<file path="config.mk">
export PLATFORM = sky130hd
export DESIGN_NAME = mem_access_stage
export DESIGN_NICKNAME = d
export VERILOG_FILES = /design/src/rtl/mem_access_stage.sv
export SDC_FILE = /design/constraint.sdc
export NUM_CORES = 1
export LEC_CHECK = 0
export ABC_CLOCK_PERIOD_IN_PS = 7500
export CORE_MARGIN = 1.5
export CORE_UTILIZATION = 45
export DETAILED_ROUTE_END_ITERATION = 8
export HOLD_SLACK_MARGIN = 0.02
export PLACE_DENSITY = 0.95
export SYNTH_ARGS = -nofsm -noshare
export SYNTH_HDL_FRONTEND = slang
export SYNTH_SLANG_ARGS = --single-unit
</file>
<file path="constraint.sdc">
create_clock -name clk_i -period 7.5 [get_ports clk_i]
set_input_delay 0.75 -clock clk_i [delete_from_list [all_inputs] [get_ports clk_i]]
set_output_delay 0.75 -clock clk_i [all_outputs]
set_load 0.02 [all_outputs]
</file>
<file path="src/rtl/mem_access_stage.sv">
// Memory-stage access unit: issues loads/stores over a req/ack data-memory port,
// stalls upstream while an access is outstanding and registers results into MEM/WB.
module mem_access_stage #(
  parameter int unsigned MAX_WAIT = 16
) (
  input  logic        clk_i,
  input  logic        rst_i,
  input  logic [31:0] ALUResult_i,
  input  logic [31:0] RDData_i,
  input  logic [4:0]  RDaddr_i,
  input  logic        RegWrite_i,
  input  logic        MemToReg_i,
  input  logic        MemWrite_i,
  output logic        mem_req_o,
  output logic        mem_we_o,
  output logic [31:0] mem_addr_o,
  output logic [31:0] mem_wdata_o,
  input  logic        mem_ack_i,
  input  logic [31:0] mem_rdata_i,
  output logic        stall_o,
  output logic        RegWrite_o,
  output logic        MemToReg_o,
  output logic [4:0]  RDaddr_o,
  output logic [31:0] ALUResult_o,
  output logic [31:0] ReadData_o,
  output logic        err_o
);

  localparam int unsigned CW = $clog2(MAX_WAIT + 1);

  typedef enum logic {IDLE, BUSY} state_t;

  state_t        state_q, state_d;
  logic [CW-1:0] cnt_q, cnt_d;
  logic [31:0]   addr_q, addr_d, wdata_q, wdata_d, alu_lat_q, alu_lat_d;
  logic          we_q, we_d, rw_lat_q, rw_lat_d, m2r_lat_q, m2r_lat_d;
  logic [4:0]    rd_lat_q, rd_lat_d;
  logic          req_q, req_d, err_q, err_d;
  logic          wb_rw_q, wb_rw_d, wb_m2r_q, wb_m2r_d;
  logic [4:0]    wb_rd_q, wb_rd_d;
  logic [31:0]   wb_alu_q, wb_alu_d, wb_rdata_q, wb_rdata_d;
  logic          stall_c;

  logic access, misaligned, timeout;
  assign access     = MemToReg_i | MemWrite_i;
  assign misaligned = |ALUResult_i[1:0];
  assign timeout    = (cnt_q == CW'(MAX_WAIT - 1));

  // State and datapath registers
  always_ff @(posedge clk_i or posedge rst_i) begin
    if (rst_i) begin
      state_q    <= IDLE;
      cnt_q      <= '0;
      addr_q     <= '0;
      wdata_q    <= '0;
      alu_lat_q  <= '0;
      we_q       <= 1'b0;
      rw_lat_q   <= 1'b0;
      m2r_lat_q  <= 1'b0;
      rd_lat_q   <= '0;
      req_q      <= 1'b0;
      err_q      <= 1'b0;
      wb_rw_q    <= 1'b0;
      wb_m2r_q   <= 1'b0;
      wb_rd_q    <= '0;
      wb_alu_q   <= '0;
      wb_rdata_q <= '0;
    end else begin
      state_q    <= state_d;
      cnt_q      <= cnt_d;
      addr_q     <= addr_d;
      wdata_q    <= wdata_d;
      alu_lat_q  <= alu_lat_d;
      we_q       <= we_d;
      rw_lat_q   <= rw_lat_d;
      m2r_lat_q  <= m2r_lat_d;
      rd_lat_q   <= rd_lat_d;
      req_q      <= req_d;
      err_q      <= err_d;
      wb_rw_q    <= wb_rw_d;
      wb_m2r_q   <= wb_m2r_d;
      wb_rd_q    <= wb_rd_d;
      wb_alu_q   <= wb_alu_d;
      wb_rdata_q <= wb_rdata_d;
    end
  end

  // Next-state logic
  always_comb begin
    state_d = state_q;
    case (state_q)
      IDLE:    if (access && !misaligned) state_d = BUSY;
      BUSY:    if (mem_ack_i || timeout)  state_d = IDLE;
      default: state_d = IDLE;
    endcase
  end

  // Output and datapath logic; MEM/WB defaults to a bubble
  always_comb begin
    cnt_d      = cnt_q;
    addr_d     = addr_q;
    wdata_d    = wdata_q;
    alu_lat_d  = alu_lat_q;
    we_d       = we_q;
    rw_lat_d   = rw_lat_q;
    m2r_lat_d  = m2r_lat_q;
    rd_lat_d   = rd_lat_q;
    req_d      = 1'b0;
    err_d      = 1'b0;
    wb_rw_d    = 1'b0;
    wb_m2r_d   = 1'b0;
    wb_rd_d    = '0;
    wb_alu_d   = '0;
    wb_rdata_d = '0;
    stall_c    = 1'b0;
    case (state_q)
      IDLE: begin
        if (!access) begin
          wb_rw_d  = RegWrite_i;
          wb_m2r_d = MemToReg_i;
          wb_rd_d  = RDaddr_i;
          wb_alu_d = ALUResult_i;
        end else if (misaligned) begin
          err_d = 1'b1;
        end else begin
          // A store never writes the register file even if MemToReg_i is also set
          stall_c   = 1'b1;
          req_d     = 1'b1;
          cnt_d     = '0;
          addr_d    = ALUResult_i;
          alu_lat_d = ALUResult_i;
          wdata_d   = RDData_i;
          we_d      = MemWrite_i;
          rd_lat_d  = RDaddr_i;
          rw_lat_d  = RegWrite_i & ~MemWrite_i;
          m2r_lat_d = MemToReg_i & ~MemWrite_i;
        end
      end
      BUSY: begin
        if (mem_ack_i) begin
          wb_rw_d    = rw_lat_q;
          wb_m2r_d   = m2r_lat_q;
          wb_rd_d    = rd_lat_q;
          wb_alu_d   = alu_lat_q;
          wb_rdata_d = we_q ? 32'h0 : mem_rdata_i;
        end else if (timeout) begin
          err_d = 1'b1;
        end else begin
          stall_c = 1'b1;
          req_d   = 1'b1;
          cnt_d   = cnt_q + CW'(1);
        end
      end
      default: ;
    endcase
  end

  assign stall_o     = stall_c & ~rst_i;
  assign mem_req_o   = req_q;
  assign mem_we_o    = we_q;
  assign mem_addr_o  = addr_q;
  assign mem_wdata_o = wdata_q;
  assign RegWrite_o  = wb_rw_q;
  assign MemToReg_o  = wb_m2r_q;
  assign RDaddr_o    = wb_rd_q;
  assign ALUResult_o = wb_alu_q;
  assign ReadData_o  = wb_rdata_q;
  assign err_o       = err_q;

endmodule
</file>
== Word-level counts from Yosys, hierarchy flattened ==
Index checks and enable logic that the tools add are counted.

* $add $sub $neg: 1
* Equal/unequal tests: 5
* Multiplexer cells: 33
* Bitwise operators: 8
* Reduce and logical (&&, ||, !) cells: 6

{| class="wikitable"
|+ Operators with widths
! kind !! number
|-
| two-way mux 32 bit || 5
|-
| one-hot mux 32 bit (2 select lines) || 1
|-
| two-way mux 5 bit || 6
|-
| one-hot mux 5 bit (2 select lines) || 2
|-
| two-way mux 1 bit || 14
|-
| one-hot mux 1 bit (2 select lines) || 5
|-
| inequality test 2 bit (second input constant) || 4
|-
| adder 5 x 1 -> 5 bit (second input constant) || 1
|-
| equality test 5 x 4 -> 1 bit (second input constant) || 1
|-
| inverter 1 bit || 4
|-
| AND reduction 4 bit || 1
|-
| bitwise AND 1 bit || 3
|-
| AND reduction 3 bit || 1
|-
| OR reduction 2 bit || 1
|-
| logical AND 1 bit || 1
|-
| logical NOT 1 bit || 1
|-
| logical OR 1 bit || 1
|-
| bitwise OR 1 bit || 1
|}

* Flip-flop bits (word level): 151
* Bits of input ports: 107
* Output and inout port bits: 139
* Word-level logic and storage cells: 68

== Longest topological paths before layout ==
Gate-level depths: netlist of the first run.

* Depth in word-level cells: 5
* Mapped depth: 7
* Gate-level depth less buffers: 6

== Least setup slack after synthesis of the first run ==
Ideal clock, no wire load.

* Kind: register -> output
* Start point: register cnt_q[0]
* End point: output stall_o
* Data arrival time: 1.958 ns
* Data required time: 6.750 ns
* Setup slack: 4.792 ns
* Cell stages (with the launch flop): 7
* Path buffers: 1
* Cell sequence: dfrtp_1 -> ha_1 -> and3_1 -> ha_1 -> or3b_2 -> clkbuf_1 -> a21oi_1

* Longest elaborated chain between the ends: 5

{| class="wikitable"
|+ Ends and longest elaborated chain
! what !! line !! source
|-
| start: declaration || 34 || <nowiki>logic [CW-1:0] cnt_q, cnt_d;</nowiki>
|-
| start signal: assignment || 70 || <nowiki>cnt_q <= cnt_d;</nowiki>
|-
| equality test 5 x 4 -> 1 bit || 47 || <nowiki>assign timeout = (cnt_q == CW'(MAX_WAIT - 1));</nowiki>
|-
| two-way mux 1 bit || 146 || <nowiki>end else if (timeout) begin</nowiki>
|-
| two-way mux 1 bit || 140 || <nowiki>if (mem_ack_i) begin</nowiki>
|-
| one-hot mux 1 bit (2 select lines) || 116 || <nowiki>case (state_q)</nowiki>
|-
| bitwise AND 1 bit || 158 || <nowiki>assign stall_o = stall_c & ~rst_i;</nowiki>
|-
| end: declaration || 20 || <nowiki>output logic stall_o,</nowiki>
|}

No other way between the ends.

== Worst setup path after layout of the first run ==
* Start point: input ALUResult_i[1]
* End point: output stall_o

* Longest elaborated chain between the ends: 5

{| class="wikitable"
|+ Ends and longest elaborated chain
! what !! line !! source
|-
| start: declaration || 8 || <nowiki>input logic [31:0] ALUResult_i,</nowiki>
|-
| OR reduction 2 bit || 46 || <nowiki>assign misaligned = |ALUResult_i[1:0];</nowiki>
|-
| two-way mux 1 bit || 123 || <nowiki>end else if (misaligned) begin</nowiki>
|-
| two-way mux 1 bit || 118 || <nowiki>if (!access) begin</nowiki>
|-
| one-hot mux 1 bit (2 select lines) || 116 ||
|-
| bitwise AND 1 bit || 158 ||
|}

No other way between the ends.

==> summary.md, run 1 <==
| Metric | Value |
|---|---|
| CTS buffer count | `17` |
| CP max FO | `41` |
| Global Route met2 Usage | `39.9%` |
| Hold Buf Count CTS | `0` |
| Fin. max-slew vios | `0` |
| Met3 Usage GRT | `8.63%` |
| Skew-Pair Late Insertion Delay | `0.41 ns` |
| Setup Viol. Count Final | `0` |
| Total GRT Usage | `23.1%` |
| Post-synth ARST share | `100%` |
| Unrepaired setup endpoints after global routing | `false` |
| Synth unique cells | `29` |
| Area delta synth->final | `58.3%` |
| Global-route wire length before repair | `22600 µm` |
| Post-synth top area cell | `dfrtp_1` |
| Clock Sink Count | `150` |
| Core area | `approximately 12000 µm²` |
| Number of flops mapped to enable cells by yosys | `0` |
| Crit. End Element | `output port` |
| Vias per std cell | `5.08` |
| Vias | `around 3.8k` |
| CP endpoint | `stall_o` |
| NumNets Final | `707` |
| Worst Max-Slew Pin Slew | `0.785 ns` |
| Critical Path AT | `just over 3 ns` |
| Mapped Nets | `457` |
| Outcome | `finished clean` |
| Count of standard-cell rows | `40` |
| DR pass1 iterations | `4` |
| Die Y | `114 µm` |
| Power Density | `between 200 and 300 nW/µm²` |
| Mapped Area | `between 5000 and 6000 µm²` |
| Setup Buffers After CTS | `0` |
| Global route hottest layer | `met2` |
| Diode count | `0` |
| Crit Reg-Reg Endpoint | `mem_wdata_o[15]` |
| Synthesized flop and latch total | `150` |
| Resized Gates After CTS | `0` |
| Reg2Reg Launch Point | `mem_req_o` |
| Fmax | `260 MHz` |
| Most common cell in the synthesized netlist | `dfrtp_1` |
| Routing usage on met1 | `26.1%` |
| Required time worst endpoint | `around 6.8 ns` |
| Area occupied by multi-input gates | `1670 µm²` |
| Wire per inst | `about 19 µm` |
| Maximum capacitance violations | `0` |
| Crit start category | `primary input` |
| DRT Wirelength | `14500 µm` |
| Final min period | `3.84 ns` |
| Max IR drop VDD | `0.000189 V` |
| Setup CP Type | `primary input to output port` |
| Util after Layout | `73.3%` |
| Gpl congestion | `roughly 0.84` |
| Max-slew headroom | `between 40 and 50%` |
| Clock skew | `0.00389 ns` |
| Post-route DRC violation count | `0` |
| Initial cell density of the core | `46.3%` |
| Sequential share of the synthesized area | `67.5%` |
| Synth cell count leaders | `dfrtp_1, a22o_1, and2_1, mux2_2, mux2_4` |
| Post-Syn Instances | `approximately 350` |
| Final worst path period share | `roughly half` |
| Syn avg cell area | `16.0 µm²` |
| Share of the synthesized area in the top cell type | `between 60% and 70%` |
| Largest net degree at the start of global routing | `91` |
| Final TNS setup | `0 ns` |
| Worst setup startpoint | `ALUResult_i[1]` |
| CTS clock-pin slew for the worst setup and hold paths | `0.06 ns` |
| Fillers | `769` |
| Port-buffer cells | `245` |
| Deepest clock path buffer count | `2` |
| Vias in the first global route | `4221` |
| Clock root cell | `clkbuf_16` |
| Initial drt markers | `258` |
| Leakage Power | `0.00398 µW` |
| Num ports | `246` |
| H-tree depth | `4` |
| Final hold violation count | `0` |
| Reg2Reg Depth | `4` |
| Die X | `114 µm` |
| Register area | `3750 µm²` |
| Main flop type after synthesis | `dfrtp_1` |
| Top post-synthesis cells by area | `dfrtp_1, mux2_4, mux2_2, a22o_1, and2_1` |
| Hold Crit Class | `flip-flop to flip-flop` |
| Post-route ant nets | `0` |
| Die area | `13000 µm²` |
| Initial antenna violation count | `0` |
| HPWL Detailed | `10300 µm` |
| Share of cells above drive strength 1 | `17.9%` |
| CTS tree | `done` |
| Aggregate global routing overflow | `0` |
| Ys Warns | `0` |
| R2R Setup Slk | `just over 5 ns` |
per-layer routing:
metal / vias up / part of all wire, %
li1: 1728 / -
met1: 1934 / 38
met2: 160 / 52
met3: 20 / 8.2
met4: 0 / 1.8
met5: - / 0
layout by cell type, fill, tap and decap left out:
cell type / Yosys / final
a21oi_1: 1 / 1
a22o_1: 38 / 38
a311o_1: 1 / 1
and2_1: 35 / 35
and3_1: 3 / 3
buf_4: 1 / 6
bufinv_16: 0 / 7
clkbuf_1: 11 / 1
clkbuf_16: 0 / 17
clkbuf_8: 0 / 2
clkdlybuf4s50_1: 0 / 245
clkinv_2: 0 / 3
dfrtp_1: 150 / 150
ha_1: 2 / 2
inv_1: 3 / 2
inv_6: 0 / 1
mux2_2: 34 / 34
mux2_4: 34 / 34
mux2i_1: 1 / 1
nand2_1: 3 / 3
nand2b_1: 1 / 1
nand3_1: 1 / 1
nand3b_1: 1 / 1
nor2_1: 1 / 1
nor2_2: 1 / 1
nor2b_1: 1 / 1
nor3_1: 2 / 1
nor3_2: 0 / 1
o21ai_0: 8 / 8
o22ai_1: 3 / 3
or2_2: 0 / 1
or3_1: 1 / 1
or3_4: 1 / 1
or3b_2: 1 / 1
sequential cells by signal (all words and copies together) (netlist names):
register / flops
MemToReg_o: 1
mem_req_o: 1
mem_we_o: 1
rd_lat_q: 5
ReadData_o: 32
ALUResult_o: 32
m2r_lat_q: 1
RegWrite_o: 1
cnt_q: 5
RDaddr_o: 5
mem_wdata_o: 32
err_o: 1
rw_lat_q: 1
alu_lat_q: 32
layout make-up:
class / count / area share [%]
timing repair buffer: 251 / 28.4
inverter: 3 / 0.185
clock buffer: 20 / 5.19
clock inverter: 10 / 2.56
sequential: 150 / 42.7
multi-input combinational: 175 / 18.9
tap: 147 / 2.09
kinds of logic (layout without fill, tap and decap cells):
kind of cell               after synthesis  in the layout  share of synthesized area, %
DFF                                    150            150                          67.5
muxes                                   69             69                          16.3
and+or+nand+nor                         53             53                          5.88
AOI/OAI and AO/OA                       51             51                          7.32
buffers and inverters                   23            284                          2.57
adders and majority gates                2              2                         0.450
how the worst min path moves through the flow:
stage | start | to | slack, ns | depth (start not counted)
after floorplan | m2r_lat_q | m2r_lat_q | 0.46 | 2
after global placement | rd_lat_q[0] | RDaddr_o[0] | 0.49 | 1
after detailed placement | mem_wdata_o[16] | mem_wdata_o[16] | 0.50 | 1
after CTS | mem_wdata_o[16] | mem_wdata_o[16] | 0.51 | 1
after global routing | rd_lat_q[0] | RDaddr_o[0] | 0.52 | 1
final | rd_lat_q[4] | RDaddr_o[4] | 0.51 | 1
worst max-delay path, stage by stage:
cell             delay (ns)
clkdlybuf4s50_1        0.45
or3_4                  0.41
or2_2                  0.29
buf_4                  0.33
a21oi_1                0.22
clkdlybuf4s50_1        0.63
power breakdown:
part	switching, µW	internal, µW
Combinational	279	346
Sequential	75.6	928
Clock	308	670
through the flow:
step	total power, µW	std cells	setup slack [ns]	hold slack (ns)	cell area, µm²
final	2610	756	3.66	0.505	8800
after global routing	2710	756	3.59	0.524	8800
after CTS	2630	756	3.64	0.508	8800
after detailed placement	1640	726	3.63	0.495	8120
after global placement	1620	726	3.68	0.486	8120
after floorplan	1310	348	2.71	0.462	5560
(Power assumes the default switching activity.)
==> run 2: changes to the inputs <==
- ABC_CLOCK_PERIOD_IN_PS: 7500 -> 3810
- CORE_UTILIZATION: 45 -> 42
- PLACE_DENSITY: 0.95 -> 0.9
- clock period: 7.5 -> 3.81 ns (I/O delays scaled with it)
==> run 2 against run 1 <==
Non-clock buffer count is 1 higher; sequential cell count unchanged; die area is 7.0% higher; sequential power up 97%; clock power up 73%; total power is 88% higher; final area hardly changed; combinational power is 97% higher; sequential share of layout area barely moved; via count is 0.21% lower; clock skew up 0.00094 ns; worst hold slack hardly changed; critical endpoint unchanged; largest power group unchanged.
==> summary.md, run 2 (synthesis results as in run 1) <==
| Metric | Value |
|---|---|
| Clock root cell | `clkbuf_16` |
| DP Cell Count | `752 (+3.6%)` |
| Crit-path max cell delay | `0.64 ns (about the same)` |
| Power Density | `556 nW/µm² (+88%)` |
| CP bufs+invs | `1 (-2)` |
| Max IR drop VDD | `0.000323 V (+71%)` |
| Crit path cell chain | `ha_1 > and3_1 > ha_1 > or3b_2 > a21oi_1 > clkdlybuf4s50_1` |
| Required time worst endpoint | `3.43 ns (-3.32 ns)` |
| Initial drt markers | `177 (-31%)` |
| CP max FO | `11 (-73%)` |
| Gpl congestion | `0.775 (-8.1%)` |
| CTS buffer count | `17 (unchanged)` |
| Slack of the critical path | `0.576 ns (-3.08 ns)` |
| Commonest non-fill, non-tap cell in the layout | `clkdlybuf4s50_1` |
| Crit. End Element | `output port` |
| H-tree depth | `4 (unchanged)` |
| Worst setup startpoint | `cnt_q[0]` |
| Setup Buffers After CTS | `0 (unchanged)` |
| DRT Wirelength | `14000 µm (-3.4%)` |
| Die X | `118 µm (+3.4%)` |
| Fin. max-slew vios | `0 (unchanged)` |
| Worst hold path cell count | `1 (unchanged)` |
| Critical Path AT | `2.85 ns (-0.24 ns)` |
| Crit path top cell by count | `ha_1` |
| Deepest clock path buffer count | `2 (unchanged)` |
| Final hold violation count | `0 (unchanged)` |
| Post-route ant nets | `0 (unchanged)` |
| Crit start category | `flip-flop` |
| DR pass1 iterations | `4 (unchanged)` |
| CTS tree | `done` |
| Final Cell Area | `8790 µm² (about the same)` |
| Endpoint, Worst Hold | `mem_wdata_o[5]` |
| Crit Reg-Reg Endpoint | `cnt_q[0]` |
| Most frequent cells in the layout | `clkdlybuf4s50_1, dfrtp_1, a22o_1, and2_1` |
| Initial cell density of the core | `43.5% (-2.8 points)` |
| HPWL Detailed | `9820 µm (-4.7%)` |
| Die area | `13900 µm² (+7.0%)` |
| NumNets Final | `708 (+0.14%)` |
| Vias in the first global route | `4144 (-1.8%)` |
| Area delta synth->final | `58.2% (about the same)` |
| Core area | `12800 µm² (+6.3%)` |
| Num ports | `246 (unchanged)` |
| Skew-Pair Late Insertion Delay | `0.41 ns (about the same)` |
| Resized Gates After CTS | `0 (unchanged)` |
| Final worst path period share | `a little over four fifths` |
| Diode count | `0 (unchanged)` |
| CTS clock-pin slew for the worst setup and hold paths | `0.06 ns (about the same)` |
| Fin cells | `784 (+3.7%)` |
| Initial antenna violation count | `0 (unchanged)` |
| Final min period | `~3.2 ns` |
| Vias | `3834 (-0.21%)` |
| Global-route wire length before repair | `22400 µm (-0.83%)` |
| Wire per inst | `17.9 µm (-6.9%)` |
| Port-buffer cells | `245 (unchanged)` |
| Aggregate global routing overflow | `0 (unchanged)` |
| Hold Buf Count CTS | `0 (unchanged)` |
| Delay-heaviest family, CP | `simple AND/OR/NAND/NOR gates` |
| Hold Crit Class | `flip-flop to flip-flop` |
| Hold Crit Start | `mem_wdata_o[5]` |
| Largest net degree at the start of global routing | `57 (-37%)` |
| Unrepaired setup endpoints after global routing | `false` |
| Vias per std cell | `4.89 (-3.8%)` |
| Count of standard-cell rows | `41 (+2.5%)` |
| Worst slack, placed | `1.07 ns (-2.56 ns)` |
| Post-route DRC violation count | `0 (unchanged)` |
| Cell with the largest stage delay on the worst path | `clkdlybuf4s50_1` |
| Setup Viol. Count Final | `0 (unchanged)` |
| Setup CP Type | `flip-flop to output port` |
| Maximum capacitance violations | `0 (unchanged)` |
| Die Y | `118 µm (+3.4%)` |
| Clock Sink Count | `150 (unchanged)` |
| Final TNS setup | `0 ns (unchanged)` |
| Clock skew | `0.00483 ns (+0.000941 ns)` |
| Reg2Reg Launch Point | `cnt_q[0]` |
| Leakage Power | `0.00393 µW (-1.0%)` |
| Area after DPL | `8180 µm² (+0.77%)` |
| Reg2Reg Depth | `6 (+2)` |
| Total GRT Usage | `20.8% (-2.4 points)` |
| Max-slew headroom | `35.0% (-13 points)` |
| Fmax | `309 MHz` |
| Worst Max-Slew Pin Slew | `0.972 ns (+0.187 ns)` |
| Share of cells above drive strength 1 | `18.3% (+0.40 points)` |
| Outcome | `finished clean` |
| R2R Setup Slk | `1.67 ns (-3.52 ns)` |
run 2: cell count changes in the layout (fill, tap and decap cells not counted), sizes merged:
cell	change
buf	+1
bufinv	-5
clkinv	-3
clkinvlp	+6
inv	+1
clkbuf	+3
run 2: layer usage:
layer / GRT usage (%) / vias up / part of all wire [%]
li1: - / 1726 / -
met1: 23.9 / 1904 / 39
met2: 35.8 / 178 / 52
met3: 6.78 / 26 / 6.6
met4: 8.23 / 0 / 2.1
met5: 0 / - / 0
run 2: how the worst max path moves through the flow:
stage,depth (start not counted),end
after global routing,6,stall_o
after floorplan,6,stall_o
final,6,stall_o
after CTS,6,stall_o
after global placement,6,stall_o
after detailed placement,6,stall_o
run 2: layout make-up:
type | count | area (µm²)
clock buffers | 23 | 498
inverters | 3 | 15.0
fillers | 860 | 3980
well taps | 172 | 215
clock inverters | 9 | 115
flip-flops and latches | 150 | 3750
multi-input cells | 175 | 1670
repair buffers | 252 | 2530
run 2: through the flow:
step / power, µW / utilization, % / hold slack, ns
3_5_place_dp: 3230 / 64.0 / 0.487
5_1_grt: 5090 / 68.8 / 0.510
6_report: 4890 / 68.8 / 0.505
3_3_place_gp: 3190 / 64.0 / 0.487
4_1_cts: 4950 / 68.8 / 0.505
2_1_floorplan: 2580 / - / 0.462
run 2: power by group:
part	switching, µW	internal (µW)
Sequential	143	1830
Combinational	544	686
Clock	637	1060
Total	1320	3570
